### src/rtl/patch_injector.sv
// patch_injector: replaces RAM read data with patch words on bursts flagged by patch_store.
// Define PATCH_INJECTOR_STATS_EN to build the inject/late counters; otherwise they read 0.
module patch_injector #(
  parameter int LATENCY   = 4,
  parameter int MAX_BURST = 32
) (
  input  logic        mclk,
  input  logic        reset,
  input  logic        ram_clk_i,
  input  logic        ram_ce_n_i,
  input  logic        ram_adv_n_i,
  input  logic        ram_oe_n_i,
  input  logic        ram_we_n_i,
  input  logic        patch_trigger_i,
  input  logic [15:0] patch_data_i,
  output logic        patch_data_next_o,
  output logic [15:0] dq_out_o,
  output logic        dq_oe_o,
  output logic [15:0] inject_count_o,
  output logic [15:0] late_count_o
);
  typedef enum logic [1:0] {IDLE, WAIT, DRIVE} state_t;
  localparam logic [3:0] LAT_T   = 4'(LATENCY - 1);
  localparam logic [7:0] BURST_T = 8'(MAX_BURST);

  state_t      state_q, state_d;
  logic [4:0]  s1_q, s2_q;
  logic        clk3_q;
  logic [3:0]  lat_q, lat_d;
  logic [7:0]  word_q, word_d;
  logic        armed_q, armed_d, oe_q, oe_d, pdn_q, pdn_d;
  logic [15:0] dq_q;
  logic        rise, addr_edge, stop, we_s, inc_inject, no_arm_dec;

  assign rise      = s2_q[4] & ~clk3_q;
  assign addr_edge = rise & ~s2_q[3] & ~s2_q[2];
  assign stop      = s2_q[3] | s2_q[1];
  assign we_s      = s2_q[0];

  always_ff @(posedge mclk or posedge reset)
    if (reset) begin
      s1_q    <= '0;
      s2_q    <= '0;
      clk3_q  <= 1'b0;
      state_q <= IDLE;
      lat_q   <= '0;
      word_q  <= '0;
      armed_q <= 1'b0;
      oe_q    <= 1'b0;
      pdn_q   <= 1'b0;
      dq_q    <= '0;
    end else begin
      s1_q    <= {ram_clk_i, ram_ce_n_i, ram_adv_n_i, ram_oe_n_i, ram_we_n_i};
      s2_q    <= s1_q;
      clk3_q  <= s2_q[4];
      state_q <= state_d;
      lat_q   <= lat_d;
      word_q  <= word_d;
      armed_q <= armed_d;
      oe_q    <= oe_d;
      pdn_q   <= pdn_d;
      if (state_q != IDLE) dq_q <= patch_data_i;
    end

  always_comb begin
    state_d    = state_q;
    lat_d      = lat_q;
    word_d     = word_q;
    armed_d    = armed_q;
    oe_d       = oe_q;
    pdn_d      = 1'b0;
    inc_inject = 1'b0;
    no_arm_dec = 1'b0;
    case (state_q)
      IDLE: if (addr_edge && we_s) begin
        state_d = WAIT;
        lat_d   = '0;
        armed_d = 1'b0;
      end
      WAIT: begin
        armed_d = armed_q | patch_trigger_i;
        if (addr_edge) begin
          state_d = we_s ? WAIT : IDLE;
          lat_d   = '0;
          armed_d = 1'b0;
        end else if (stop) state_d = IDLE;
        else if (rise) begin
          lat_d = lat_q + 4'd1;
          if (lat_q + 4'd1 == LAT_T) begin
            state_d    = armed_d ? DRIVE : IDLE;
            oe_d       = armed_d;
            word_d     = '0;
            inc_inject = armed_d;
            no_arm_dec = ~armed_d;
          end
        end
      end
      DRIVE: begin
        // Every rise in DRIVE is a word the controller samples.
        if (addr_edge) begin
          state_d = we_s ? WAIT : IDLE;
          oe_d    = 1'b0;
          lat_d   = '0;
          armed_d = 1'b0;
        end else if (stop) begin
          state_d = IDLE;
          oe_d    = 1'b0;
        end else if (rise) begin
          pdn_d  = 1'b1;
          word_d = word_q + 8'd1;
          if (word_q + 8'd1 == BURST_T) begin
            state_d = IDLE;
            oe_d    = 1'b0;
          end
        end
      end
      default: state_d = IDLE;
    endcase
  end

  assign patch_data_next_o = pdn_q;
  assign dq_out_o          = dq_q;
  assign dq_oe_o           = oe_q;

`ifdef PATCH_INJECTOR_STATS_EN
  logic [15:0] inj_q, late_q;
  logic [4:0]  win_q;
  logic        late_inc;

  // A trigger shortly after an unarmed decision, or during DRIVE, came too late to act on.
  assign late_inc = patch_trigger_i && (state_q == DRIVE || (state_q == IDLE && win_q != 5'd0));

  always_ff @(posedge mclk or posedge reset)
    if (reset) begin
      inj_q  <= '0;
      late_q <= '0;
      win_q  <= '0;
    end else begin
      if (inc_inject && inj_q != 16'hFFFF) inj_q <= inj_q + 16'd1;
      if (late_inc && late_q != 16'hFFFF) late_q <= late_q + 16'd1;
      win_q <= no_arm_dec ? 5'd16 : (win_q != 5'd0 ? win_q - 5'd1 : win_q);
    end

  assign inject_count_o = inj_q;
  assign late_count_o   = late_q;
`else
  logic unused_stats;
  assign unused_stats   = ^{inc_inject, no_arm_dec};
  assign inject_count_o = '0;
  assign late_count_o   = '0;
`endif
endmodule

### config.mk
export PLATFORM = sky130hd
export DESIGN_NAME = patch_injector
export DESIGN_NICKNAME = d
export VERILOG_FILES = /design/src/rtl/patch_injector.sv
export SDC_FILE = /design/constraint.sdc
export NUM_CORES = 1
export LEC_CHECK = 0
export CAP_MARGIN = 20
export CORE_MARGIN = 5
export CORE_UTILIZATION = 46
export DETAILED_ROUTE_END_ITERATION = 10
export PLACE_DENSITY = 0.82
export SLEW_MARGIN = 25
export SYNTH_ARGS = -nofsm -noshare
export SYNTH_HDL_FRONTEND = slang
export SYNTH_SLANG_ARGS = --single-unit
### constraint.sdc
create_clock -name mclk -period 2.44 [get_ports mclk]
set_input_delay 0.244 -clock mclk [delete_from_list [all_inputs] [get_ports mclk]]
set_output_delay 0.244 -clock mclk [all_outputs]
set_load 0.005 [all_outputs]
* After elaboration in Yosys (flattened, before gate mapping)
Cells that the tools add are included.
** Word-level totals
- Bits in registers :: 44
- Input port bits :: 24
- Output and inout port bits :: 50
- Word-level logic and storage cells :: 92
** Cells by class
- Add/sub/neg operators :: 2
- Equal/unequal tests :: 19
- Mux-type cells :: 43
- Bitwise operators :: 8
- Reduce and logical (&&, ||, !) cells :: 10
** Operators with widths (count)
- $mux 8 :: 7
- $mux 2 :: 10
- $mux 4 :: 5
- $ne 2x2->1 const B :: 9
- $mux 1 :: 16
- $ne 4x4->1 const B :: 4
- $pmux 8 s2 :: 1
- $pmux 4 s3 :: 1
- $reduce_and 5->1 :: 2
- $add 8x1->8 const B :: 1
- $eq 8x6->1 const B :: 1
- $reduce_and 8->1 :: 1
- $reduce_and 7->1 :: 1
- $ne 3x3->1 const B :: 2
- $pmux 2 s3 :: 1
- $add 4x1->4 const B :: 1
- $eq 4x2->1 const B :: 1
- $reduce_bool 2->1 :: 2
- $and 1x1->1 :: 3
- $not 1->1 :: 3
- $pmux 1 s3 :: 1
- $reduce_and 3->1 :: 1
- $reduce_bool 3->1 :: 1
- $eq 2x1->1 const B :: 1
- 5 further kinds :: 6

* Logic depth before layout (Yosys ltp)
- Word-level depth :: 7
- Depth in mapped cells :: 8

* Worst setup path after synthesis
No wires, ideal clock.
- Path type :: reg2reg
- Start :: register word_q[0]
- End :: register state_q[1]
- Library setup time :: 0.122 ns
- Arrival time :: 1.574 ns
- Required time :: 2.318 ns
- Setup slack :: 0.744 ns
- Cell stages (with the launch flop) :: 7
- Buffers on the path :: 0
- Period minus slack after synthesis :: 1.696 ns
- Path through :: dfrtp_1 ha_1 and3_4 nor4b_1 a31o_2 nand4b_1 a32o_1
** On the way
- Word-level cells in the longest chain between the ends :: 4
** RTL lines
- start: declaration :: RTL line 30 : logic [7:0] word_q, word_d;
- start signal: assignment :: RTL line 58 : word_q <= word_d;
- $add 8x1->8 :: RTL line 111 : if (word_q + 8'd1 == BURST_T) begin
- $eq 8x6->1 :: RTL line 111
- $ne 4x4->1 (no line)
- $reduce_and 5->1 (no line)
- end signal: assignment :: RTL line 56 : state_q <= state_d;
- end: declaration :: RTL line 26 : state_t state_q, state_d;
No other way between the ends.
A chain may end at the register's enable or synchronous reset.

* Final worst setup path
- Start :: register lat_q[0]
- End :: register word_q[0]
** On the way
- Word-level cells in the longest chain between the ends :: 4
** RTL lines
- start: declaration :: RTL line 29 : logic [3:0] lat_q, lat_d;
- start signal: assignment :: RTL line 57 : lat_q <= lat_d;
- $add 4x1->4 :: RTL line 89 : if (lat_q + 4'd1 == LAT_T) begin
- $eq 4x2->1 :: RTL line 89
- $ne 2x2->1 (no line)
- $reduce_and 8->1 (no line)
No other way between the ends.

==> qor.yml <==
status:
  run_status: "complete, no violations"
logic_synthesis:
  synthSimpleGateAreaFrac_pct: 13.6
  ys_ff_latch: 44
  netlist.area_leader.share_pct: 48.7
  post-synth-top-area-cell: "dfrtp_1"
  synth_area_leaders: "dfrtp_1 (49%), buf_4 (11%), mux2_2 (8.0%)"
  yosys-top-cells-count: "dfrtp_1 (44), buf_4 (33), mux2_2 (16)"
  ys_seq_area_share_pct: 48.7
  syn-cell-area_um2: 2260
  synth_xor_area_share_pct: 0.388
  synth_enable_flop_cells: 0
  synth-main-ff-cell: "dfrtp_1"
  synth_warnings: 0
  synth_adder_area_share_pct: 2.21
  synth.most_common_cell: "dfrtp_1"
  synth_compound_area_share_pct: 13.3
  synth.avg_cell_area_um2: 11.1
  netlist-cell-type-count: 51
  muxShareOfSynthArea_pct: 8.42
  syn_inst: 204
  async_reset_ff_share_pct: 100
  synth_top_family_by_area: "simple AND/OR/NAND/NOR gates"
die:
  pin_count: 74
  core_um2: 4750
  initial_core_util_pct: 47.5
  dieArea_um2: 6410
  row_count: 25
  die_x_um: 80.1
  die_h_um: 80.1
global_route:
  grt_max_degree: 17
  grt_first_pass_wirelength_um: 7030
  grt_antenna_before_repair: 0
  grt.total_usage_pct: 14.1
  grt_pass1_vias: 1575
  overflow: 0
sta:
  rsz0062_at_grt: "no"
  min_period_ns: 1.89
  fmax_mhz: 528
  hold_viol: 0
  setup_viol: 0
  max_slew_margin_pct: 59.6
  clock_skew_ns: 0.00371
  tightest_slew_ns: 0.604
  tns_ns: 0
  timing.final.max_slew_violations: 0
  finalCritPeriodShare_pct: 77.6
layout:
  n_fill_cell: 405
  drive_gt1_share_pct: 15.6
  diodes: 0
  area_delta_synth_final_pct: 21.0
  nets: 277
  design_area_um2: 2740
pwr:
  cellPowerDensity_nw_per_um2: 665
  ir_drop_mv: 0.454
  power.leakage_nw: 1.18
placement:
  dp_hpwl_um: 3220
  place.port_buffers: 41
  placed_area_um2: 2610
  gp_congestion: 0.861
routing:
  drcViolationCount: 0
  vias: 1561
  ant_nets: 0
  wl_per_cell_um: 13.6
  wl_met3_um: 424
  wl_met2_um: 2110
  highest_layer: "met4"
  routed_via_density: 4.92
  drtPass1Iterations: 4
  drt-total-wl_um: 4320
  drt-initial-drc-count: 114
  wl_met1_um: 1770
setup_path:
  r2r_cells: 6
  cp-endpoint: "word_q[0]$_DFFE_PP0P_"
  critical_path_buf_inv_count: 0
  critPathTopFamily: "compound AO/OA/AOI/OAI gates"
  critPathMaxFanout: 12
  crit_type: "reg -> reg"
  r2r-end: "word_q[0]$_DFFE_PP0P_"
  arrival_ns: 2.09
  r2r_slack_ns: 0.55
  worstPathCellList: "ha_1, nand2_1, o21ai_2, a31oi_2, o31ai_1, a221oi_1"
  crit_start: "lat_q[0]$_DFFE_PP0P_"
  slowest_stage: "a31oi_2"
  r2r_start: "lat_q[0]$_DFFE_PP0P_"
  critPathLaunchType: "flop"
  cpPeakStageDelay_ns: 0.53
  cp.depth: 6
  required_ns: 2.63
  crit_path_end_kind: "flop"
clock_tree:
  hold_buffers: 0
  cts.sinks: 44
  clockBufferDepth: 2
  post_cts_buffers: 0
  cts_buffers: 5
  cts-root-buf: "clkbuf_8"
  cts_tree: "done"
  cts-resized-gates: 0
  htreeDepth: 2
  cts.clk_slew.worst_paths_ns: 0.08
  insertion_delay_ns: 0.29
flow_run:
  maxCapViolCount: 0
worst_hold_path:
  min_path_type: "in -> async"
## sequential cells by signal (all words and copies together), names as in the netlist, 2 cells and up
name      flops
dq_out_o     16
word_q        8
s1_q          5
s2_q          5
lat_q         4
state_q       2
## layer usage
layer  global-route usage [%]  vias to the layer above
li1                         -                      750
met1                     16.7                      747
met2                     23.3                       62
met3                     6.39                        2
met4                     3.55                        0
met5                        0                        -
## through the flow
stage                     utilization (%)  power, mW  setup slack (ns)  std cells  hold slack [ns]
after floorplan                         -       1.05             0.744        235            0.275
after global placement               55.0       1.24             0.627        309            0.332
after detailed placement             55.0       1.25             0.577        309            0.335
after CTS                            57.5       1.84             0.553        317            0.321
after global routing                 57.5       1.92             0.413        317            0.350
final                                57.5       1.82             0.547        317            0.307
## where the power goes
group          switching (mW)  leakage [nW]  internal (mW)  total (mW)
combinational           0.115         0.578          0.242       0.357
clock                   0.250        0.0614          0.335       0.585
sequential             0.0523         0.545          0.825       0.877
total                   0.418          1.18           1.40        1.82
## cell families (layout without fill, tap and decap cells)
kind of cell | count (synthesis) | in the layout
other | 1 | 32
muxes | 17 | 17
and+or+nand+nor | 51 | 51
adders and majority gates | 4 | 4
AOI/OAI and AO/OA | 44 | 44
DFF | 44 | 44
buffers and inverters | 42 | 57
xor gates and xnor gates | 1 | 1
## layout by cell type (no fill, tap or decap), types with 2 or more instances in the layout
master,instances
nand4_1,3
a221oi_1,2
nand3_1,4
buf_4,3
o221ai_1,2
mux2_2,16
inv_1,5
o21ai_0,12
ha_1,4
nand2_1,14
o31ai_1,5
clkbuf_8,6
nor2b_1,2
nand2b_1,2
a21oi_1,5
nor2_1,5
or2_2,2
nor3_1,2
o211ai_1,6
clkdlybuf4s50_1,41
dfrtp_1,44
o21a_1,2
nor4_1,2
conb_1,32
a31o_2,2
## cell type report
| type | count | area (um^2) | area share (%) |
|---|---|---|---|
| Sequential cell | 44 | 1100 | 40.3 |
| Multi-Input combinational cell | 149 | 977 | 35.7 |
| Timing Repair Buffer | 44 | 433 | 15.8 |
| Tap cell | 67 | 83.8 | 3.06 |
| Clock buffer | 6 | 82.6 | 3.02 |
| Clock inverter | 2 | 38.8 | 1.42 |
| Inverter | 5 | 18.8 | 0.686 |
## how the worst min path moves through the flow
stage	depth (start not counted)	slack, ns	end
2_1_floorplan	0	0.28	s1_q[0]$_DFF_PP0_
4_1_cts	2	0.32	dq_out_o[7]$_DFFE_PP0N_
3_3_place_gp	0	0.33	s2_q[0]$_DFF_PP0_
6_report	2	0.31	dq_out_o[7]$_DFFE_PP0N_
3_5_place_dp	0	0.33	s2_q[3]$_DFF_PP0_
5_1_grt	2	0.35	dq_out_o[1]$_DFFE_PP0N_
(Power assumes the default switching activity.)
